--- src/rtl/dmem_pkg.sv ---
// dmem_pkg: shared types and constants for the latency-programmable data-memory responder
package dmem_pkg;
  localparam int LAT_W = 4;
  typedef enum logic [1:0] {IDLE, WAIT, RESP} state_t;
  typedef struct packed {
    logic        Write;
    logic [31:0] Adr;
    logic [31:0] WData;
    logic [3:0]  BE;
  } req_t;
endpackage

--- src/rtl/bytewe_ram.sv ---
// bytewe_ram: word RAM with synchronous byte-lane write and a registered read port that doubles as the response data
module bytewe_ram #(
  parameter int DEPTH = 64
) (
  input  logic                     clk,
  input  logic                     reset,
  input  logic                     acc,
  input  logic                     we,
  input  logic                     re,
  input  logic [$clog2(DEPTH)-1:0] idx,
  input  logic [31:0]              wdata,
  input  logic [3:0]               be,
  output logic [31:0]              rdata
);
  logic [31:0] mem [DEPTH];
  for (genvar b = 0; b < 4; b++) begin : g_lane
    always_ff @(posedge clk)
      if (!reset && acc && we && be[b]) mem[idx][8*b +: 8] <= wdata[8*b +: 8];
  end
  always_ff @(posedge clk or posedge reset)
    if (reset) rdata <= '0;
    else if (acc) rdata <= re ? mem[idx] : '0;
endmodule

--- src/rtl/dmem_responder.sv ---
// dmem_responder: valid/ready data-memory responder with programmable access latency and byte-lane stores
module dmem_responder
  import dmem_pkg::*;
#(
  parameter int DEPTH   = 64,
  parameter int LATENCY = 2
) (
  input  logic        clk,
  input  logic        reset,
  input  logic        ReqValid,
  output logic        ReqReady,
  input  logic        ReqWrite,
  input  logic [31:0] ReqAdr,
  input  logic [31:0] ReqWData,
  input  logic [3:0]  ReqBE,
  output logic        RespValid,
  input  logic        RespReady,
  output logic [31:0] RespRData,
  output logic        RespErr
);
  localparam int AW = $clog2(DEPTH);
  state_t state;
  logic [LAT_W-1:0] cnt;
  req_t req, cur;
  logic acc, err;
  assign ReqReady  = state == IDLE;
  assign RespValid = state == RESP;
  // With zero latency the access uses the live request in the same edge it is captured
  always_comb begin
    cur = (state == IDLE) ? '{Write: ReqWrite, Adr: ReqAdr, WData: ReqWData, BE: ReqBE} : req;
    acc = (state == IDLE) ? (ReqValid && LATENCY == 0) : (state == WAIT && cnt == '0);
    err = (|cur.Adr[1:0]) || (cur.Adr[31:2] >= 30'(DEPTH));
  end
  always_ff @(posedge clk or posedge reset)
    if (reset) begin
      state   <= IDLE;
      cnt     <= '0;
      req     <= '0;
      RespErr <= 1'b0;
    end else begin
      if (state == IDLE && ReqValid) begin
        req   <= cur;
        cnt   <= LAT_W'(LATENCY == 0 ? 0 : LATENCY - 1);
        state <= (LATENCY == 0) ? RESP : WAIT;
      end else if (state == WAIT) begin
        cnt   <= (cnt == '0) ? '0 : cnt - 1'b1;
        state <= (cnt == '0) ? RESP : WAIT;
      end else if (state == RESP && RespReady) state <= IDLE;
      if (acc) RespErr <= err;
    end
  bytewe_ram #(.DEPTH(DEPTH)) u_ram (
    .clk  (clk),
    .reset(reset),
    .acc  (acc),
    .we   (cur.Write && !err),
    .re   (!cur.Write && !err),
    .idx  (cur.Adr[AW+1:2]),
    .wdata(cur.WData),
    .be   (cur.BE),
    .rdata(RespRData)
  );
endmodule

--- config.mk ---
export PLATFORM = sky130hd
export DESIGN_NAME = dmem_responder
export DESIGN_NICKNAME = d
export VERILOG_FILES = /design/src/rtl/dmem_pkg.sv /design/src/rtl/bytewe_ram.sv /design/src/rtl/dmem_responder.sv
export SDC_FILE = /design/constraint.sdc
export NUM_CORES = 2
export LEC_CHECK = 0
export ABC_CLOCK_PERIOD_IN_PS = 4650
export BUFFER_PORTS_ARGS = -buffer_cell sky130_fd_sc_hd__buf_2
export CORE_MARGIN = 3
export CORE_UTILIZATION = 60
export CTS_CLUSTER_DIAMETER = 60
export CTS_CLUSTER_SIZE = 28
export DETAILED_ROUTE_END_ITERATION = 8
export PLACE_DENSITY = 0.76
export SYNTH_ARGS = -nofsm -noshare
export SYNTH_HDL_FRONTEND = slang
export SYNTH_SLANG_ARGS = --single-unit
--- constraint.sdc ---
create_clock -name clk -period 4.65 [get_ports clk]
set_clock_uncertainty 0.15 [all_clocks]
set_input_delay 0.465 -clock clk [delete_from_list [all_inputs] [get_ports clk]]
set_output_delay 0.465 -clock clk [all_outputs]
set_load 0.01 [all_outputs]
Word-level counts from Yosys, hierarchy flattened
Memories as Yosys holds them, arrays and structs flattened.
Cells that the tools add are included.
{"block": "classes", "addsub": 1, "reduce_logical": 20, "n_shift": 0, "div_mod_pow": 0, "n_lt_le_gt_ge": 1, "mux": 18, "multipliers": 0, "bitwise_logic": 0, "eq_ne": 2}
{"operator": "$mux 69", "count": 1}
{"operator": "$mux 32", "count": 1}
{"operator": "$ge 30x7->1 const B", "count": 1}
{"operator": "$mux 4", "count": 3}
{"operator": "$logic_and 1x1->1", "count": 11}
{"operator": "$mux 1", "count": 9}
{"operator": "$mux 2", "count": 4}
{"operator": "$logic_not 4->1", "count": 1}
{"operator": "$sub 4x1->4 const B", "count": 1}
{"operator": "$logic_not 1->1", "count": 3}
{"operator": "$reduce_bool 3->1", "count": 1}
{"operator": "$eq 2x1->1 const B", "count": 1}
{"operator": "$eq 2x2->1 const B", "count": 1}
{"operator": "$logic_not 2->1", "count": 1}
{"operator": "$reduce_bool 2->1", "count": 1}
{"operator": "$reduce_or 2->1", "count": 1}
{"operator": "$logic_or 1x1->1", "count": 1}
{"block": "totals", "latchBits": 0, "ramBits": 2048, "romBits": 0, "ff_bits": 108, "n_memories": 1}
{"name": "u_ram.mem", "words": 64, "width": 32, "rd": 1, "rd_clocked_by_memory_dff": 0, "write_ports": 1, "line": "bytewe_ram.sv:15", "source": "logic [31:0] mem [DEPTH];"}

Logic depth before layout (Yosys ltp)
{"block": "depth", "word_depth": 10, "depth_mapped": 12}

By module
From an unflattened synthesis, not the netlist that was laid out.
{"block": "hier_totals", "cells_unflattened": 5051, "hier_area_um2": 83343.7}
{"mod": "bytewe_ram", "area_each_um2": 79766.5, "n_inst": 1, "seq_area_each_um2": 62299.8, "cells_per_inst": 4790}
{"mod": "dmem_responder", "area_each_um2": 3577.2, "n_inst": 1, "seq_area_each_um2": 1901.8, "cells_per_inst": 261}

Worst setup path after synthesis
No wires, ideal clock.
{"block": "synth_timing", "path_type": "input -> register", "startpoint": "input reset", "endpoint": "memory u_ram.mem[53][16] (enable)", "path_stages": 6, "setup_time_ns": 0.383, "arrival_time_ns": 4.324, "setup_slack_ns": -0.207, "path_buffers": 2, "t_required_ns": 4.117, "path_cell_list": "inv_1 nand3b_1 a21o_1 buf_2 buf_1 nor3_1"}
{"block": "synth_via", "elab_chain_len": 6}
{"element": "from (decl)", "line": "dmem_responder.sv:9", "source": "input logic reset,"}
{"element": "$logic_not 1->1", "line": "bytewe_ram.sv:18", "source": "if (!reset && acc && we && be[b]) mem[idx][8*b +: 8] <= wdata[8*b +: 8];"}
{"element": "$logic_and 1x1->1 (3 in series)", "line": "bytewe_ram.sv:18"}
{"element": "$mux 1", "line": "bytewe_ram.sv:18"}
{"element": "$mux 1 (not written as such)", "line": "bytewe_ram.sv:18"}
{"element": "to (decl)", "line": "bytewe_ram.sv:15"}
No other way between the ends.

Final worst setup path
{"block": "layout_timing", "startpoint": "register state[1]", "endpoint": "register u_ram.rdata[25]"}
{"block": "layout_via", "elab_chain_len": 7}
{"element": "from (decl)", "line": "dmem_responder.sv:22", "source": "state_t state;"}
{"element": "from (signal assigned)", "line": "dmem_responder.sv:44", "source": "state <= (LATENCY == 0) ? RESP : WAIT;"}
{"element": "from (signal assigned)", "line": "dmem_responder.sv:47", "source": "state <= (cnt == '0) ? RESP : WAIT;"}
{"element": "$logic_not 2->1", "line": "dmem_responder.sv:30, dmem_responder.sv:31"}
{"element": "$mux 69", "line": "dmem_responder.sv:30", "source": "cur = (state == IDLE) ? '{Write: ReqWrite, Adr: ReqAdr, WData: ReqWData, BE: ReqBE} : req;"}
{"element": "$ge 30x7->1 / $reduce_or 2->1 (equally long branches)", "line": "dmem_responder.sv:32", "source": "err = (|cur.Adr[1:0]) || (cur.Adr[31:2] >= 30'(DEPTH));"}
{"element": "$logic_or 1x1->1", "line": "dmem_responder.sv:32"}
{"element": "$logic_not 1->1", "line": "dmem_responder.sv:56", "source": ".re (!cur.Write && !err),"}
{"element": "$logic_and 1x1->1", "line": "dmem_responder.sv:56"}
{"element": "$mux 32", "line": "bytewe_ram.sv:22", "source": "else if (acc) rdata <= re ? mem[idx] : '0;"}
{"element": "to (signal assigned)", "line": "bytewe_ram.sv:22"}
{"element": "to (decl)", "line": "bytewe_ram.sv:13", "source": "output logic [31:0] rdata"}
Several ways; a longest one is shown, not always the timed one.
A chain may end at the register's enable or synchronous reset.

==> reports/results.tsv <==
stage	metric	value	unit
job	max-cap viol count	0	
detailed_routing	Detailed Route WL	261000	um
clocking	setup bufs post-CTS	0	
synth	EDFF count, synth	2048	
pwr	Power per Cell Area	366	nW/um^2
timing	final setup TNS	0	ns
global_routing	largest net degree at the start of global routing	82	
synth	Seq/Total Area, Yosys	78.0	%
pwr	Leak	27.0	nW
floorplan	Die Ht	376	um
worst_setup_path	CP Class	flop to flop	
synth	Yosys Warn Count	0	
synth	count of mapped cells out of synthesis	5330	
synth	Synth Cell Area	82300	um^2
worst_setup_path	Critical Path Source	state[1]$_DFFE_PP0P_	
timing	Slew @ Worst Pin	1.40	ns
run_status	failing checks	design-rule violations	
clocking	clk slew on worst S/H paths	0.09	ns
timing	Tcrit/Tclk final	99.4	%
synth	Mean Syn Cell Area	15.4	um^2
worst_setup_path	R2R Path Start	state[1]$_DFFE_PP0P_	
synth	dominant cell type by area after synthesis	edfxtp_1	
clocking	clock buffer depth	3	
floorplan	Die Wd	376	um
cells_and_area	Multi-input gate area	16600	um^2
synth	Synth Net Count	5405	
clocking	Clk Latency, worst-skew pair	0.82	ns
floorplan	die area	142000	um^2
detailed_routing	Initial DRC Count	10500	
synth	FFs w/ async S/R, synth	5.01	%
run_status	status	finished with violations	
timing	max-slew violation count	0	
detailed_routing	DRC viols	4	
placed_design	post-DP HPWL	159000	um
timing	f_max	0.216	GHz
pwr	Max VDD drop	0.291	mV
global_routing	all-layer global routing usage	36.5	%
global_routing	global-route wire length before repair	372000	um
synth	Unique masters post-synth	77	
global_routing	antenna violations before repair	7	
timing	RSZ-0062 raised after global routing	no	
synth	Synth Flop Type	edfxtp_1	
timing	minimum clock period	4.62	ns
worst_setup_path	critical path data arrival time	5.21	ns
global_routing	GRT overflow	0	
clocking	CTS tree	yes	
worst_setup_path	crit-path max FO	16	
placed_design	# port buffers	107	
clocking	root buf cell	clkbuf_16	
floorplan	Starting Density	60.6	%
pwr	overall power	0.0342	W
timing	Slew HR	6.66	%
timing	final setup vio count	0	
clocking	H-Tree Depth	4	
detailed_routing	vias	55900	
worst_setup_path	critical path endpoint category	flop	
clocking	Sink Count	2156	
worst_setup_path	startpoint types	flop	
synth	synth top area cells	edfxtp_1, o22ai_1, dfrtp_1, nand2_1, nor3_1	
clocking	CTS Buf Count	132	
timing	final hold viol count	0	
cells_and_area	Layout fillers	8532	
floorplan	Ports	108	
worst_setup_path	worst path required time	5.24	ns
floorplan	number of placement rows	135	
cells_and_area	layout cells sized above 1	17.3	%
cells_and_area	area growth from synthesis to layout	13.5	%
cells_and_area	area occupied by registers	64200	um^2
cells_and_area	layout net count	5831	
synth	Yosys top cell area share	74.7	%
placed_design	Final GP Congestion	0.942	
floorplan	core area	136000	um^2
detailed_routing	mean number of vias per cell	7.30	
detailed_routing	first-pass detailed-route iteration total	9	
synth	Synth Register Bits	2156	
detailed_routing	Post-DRT Antenna Nets	0	
worst_hold_path	worst hold path type	primary input to async pin	
global_routing	vias in the first global route	52900	
detailed_routing	DR WL/cell	34.1	um
clocking	# resized after CTS	0	
## where the power goes
group	internal, W	switching (W)	total, W
combinational	0.0000689	0.0000787	0.000148
sequential	0.0209	0	0.0209
clock	0.00616	0.00700	0.0132
total	0.0271	0.00708	0.0342
## path summary, 6_finish.rpt
path	endpoint	depth (start not counted)	slack (ns)
setup / recovery	u_ram.rdata[25]$_DFFE_PP0P_	9	0.03
hold reg to reg	RespErr$_DFFE_PP0P_	1	0.35
max in group asynchronous	u_ram.rdata[23]$_DFFE_PP0P_	5	2.14
min in group clk	req[39]$_DFFE_PP0P_	2	0.16
hold / removal	req[52]$_DFFE_PP0P_	3	0.04
setup reg to reg	u_ram.rdata[25]$_DFFE_PP0P_	9	0.03
## sequential cells by signal, indices dropped and copies added, names as in the netlist
name	cells
state	2
u_ram.mem	2048
u_ram.rdata	32
cnt	4
req	69
RespErr	1
## cells in the mapped netlist, types with 6 or more instances
| library cell | instances |
|---|---|
| nor4_1 | 73 |
| o31ai_1 | 64 |
| a22oi_1 | 11 |
| a211o_1 | 9 |
| o22ai_1 | 610 |
| a2111oi_0 | 10 |
| or4_1 | 33 |
| o2111ai_1 | 12 |
| a32o_1 | 59 |
| mux2i_1 | 49 |
| a211oi_1 | 25 |
| o21ai_0 | 46 |
| nor2_1 | 225 |
| clkbuf_1 | 144 |
| mux2_2 | 73 |
| buf_4 | 21 |
| nor2b_1 | 6 |
| a21o_1 | 14 |
| o221ai_1 | 16 |
| edfxtp_1 | 2048 |
| buf_6 | 6 |
| buf_2 | 170 |
| a31oi_1 | 35 |
| nand3_1 | 40 |
| o41ai_1 | 36 |
| nor3_1 | 311 |
| a21oi_1 | 282 |
| inv_1 | 11 |
| o22a_1 | 13 |
| buf_1 | 50 |
| a22o_1 | 7 |
| nand2b_1 | 7 |
| dfrtp_1 | 108 |
| and3b_1 | 6 |
| nand4_1 | 13 |
| nand3b_1 | 6 |
| a32oi_1 | 28 |
| nand2_1 | 509 |
| or3_1 | 10 |
| and3_1 | 52 |
## worst max-delay path: stages (launching register included)
cell	delay (ns)
dfrtp_1	0.48
buf_4	0.26
o21ba_2	0.42
a22oi_4	0.77
buf_12	0.27
buf_4	0.17
o22ai_1	0.09
or4_1	0.49
a2111oi_1	1.16
a32o_1	0.28
## placed cells by master (no fill, tap or decap), types with 10 or more instances in the layout
master	netlist	routed
o221ai_1	16	16
clkinv_8	0	21
a31oi_1	35	35
clkbuf_16	0	137
nor2_1	225	222
mux2_2	73	73
nor4_1	73	73
o21ai_0	46	46
o41ai_1	36	36
a32o_1	59	59
o22a_1	13	13
inv_8	0	15
nand2_1	509	471
buf_2	170	107
o2111ai_1	12	12
a211oi_1	25	25
nand2_2	1	36
or4_1	33	33
o22ai_1	610	609
or3_1	10	10
clkinv_4	0	10
nor3_1	311	303
inv_1	11	10
nand4_1	13	13
a21oi_1	282	282
nand3_1	40	32
dlygate4sd3_1	0	70
buf_12	0	50
and3_1	52	52
a22oi_1	11	11
mux2i_1	49	47
a32oi_1	28	28
inv_6	0	14
edfxtp_1	2048	2048
buf_4	21	456
o31ai_1	64	64
dfrtp_1	108	108
## per-layer routing
metal	wire [um]	track usage, %	vias to the layer above
li1	-	-	22100
met1	86900	49.4	27300
met2	116000	54.5	5383
met3	40800	10.0	998
met4	17500	19.9	12
met5	91	0	-
## layout make-up
type                            count  share of cell area, %
Multi-Input combinational cell   2771                   17.7
Inverter                           12                 0.0522
Clock inverter                     93                   1.29
Sequential cell                  2156                   68.7
Tap cell                         1781                   2.39
Clock buffer                      146                   3.73
Timing Repair Buffer              683                   6.06
Antenna cell                        7                 0.0187
## per-stage QoR
stage	area [um^2]	worst slack (ns)	utilization, %	instances	hold slack (ns)
after floorplan	82300	0.976	-	5330	0.322
after global placement	88000	0.0122	64.8	7331	0.307
after detailed placement	88000	0.211	64.8	7331	0.305
after CTS	93400	0.190	68.7	7640	0.00372
after global routing	93400	0.0731	68.8	7642	0.0618
final	93400	0.0272	68.8	7649	0.0432
## cell families (layout without fill, tap and decap cells)
logic type,after synthesis,after routing,synth area share [%]
DFF,2156,2156,78.0
xor gates and xnor gates,2,2,0.0213
AOI/OAI and AO/OA,1328,1328,10.7
muxes,122,122,1.59
adders and majority gates,2,2,0.0304
buffers and inverters,403,934,2.25
and+or+nand+nor,1317,1317,7.40
other,0,7,0
## what timing repair did
action	in CTS	in global routing
hold endpoints to repair	92	0
hold buffers	70	0
endpoints found under the setup margin	0	0
No activity file was read; power rests on OpenSTA's default activity.
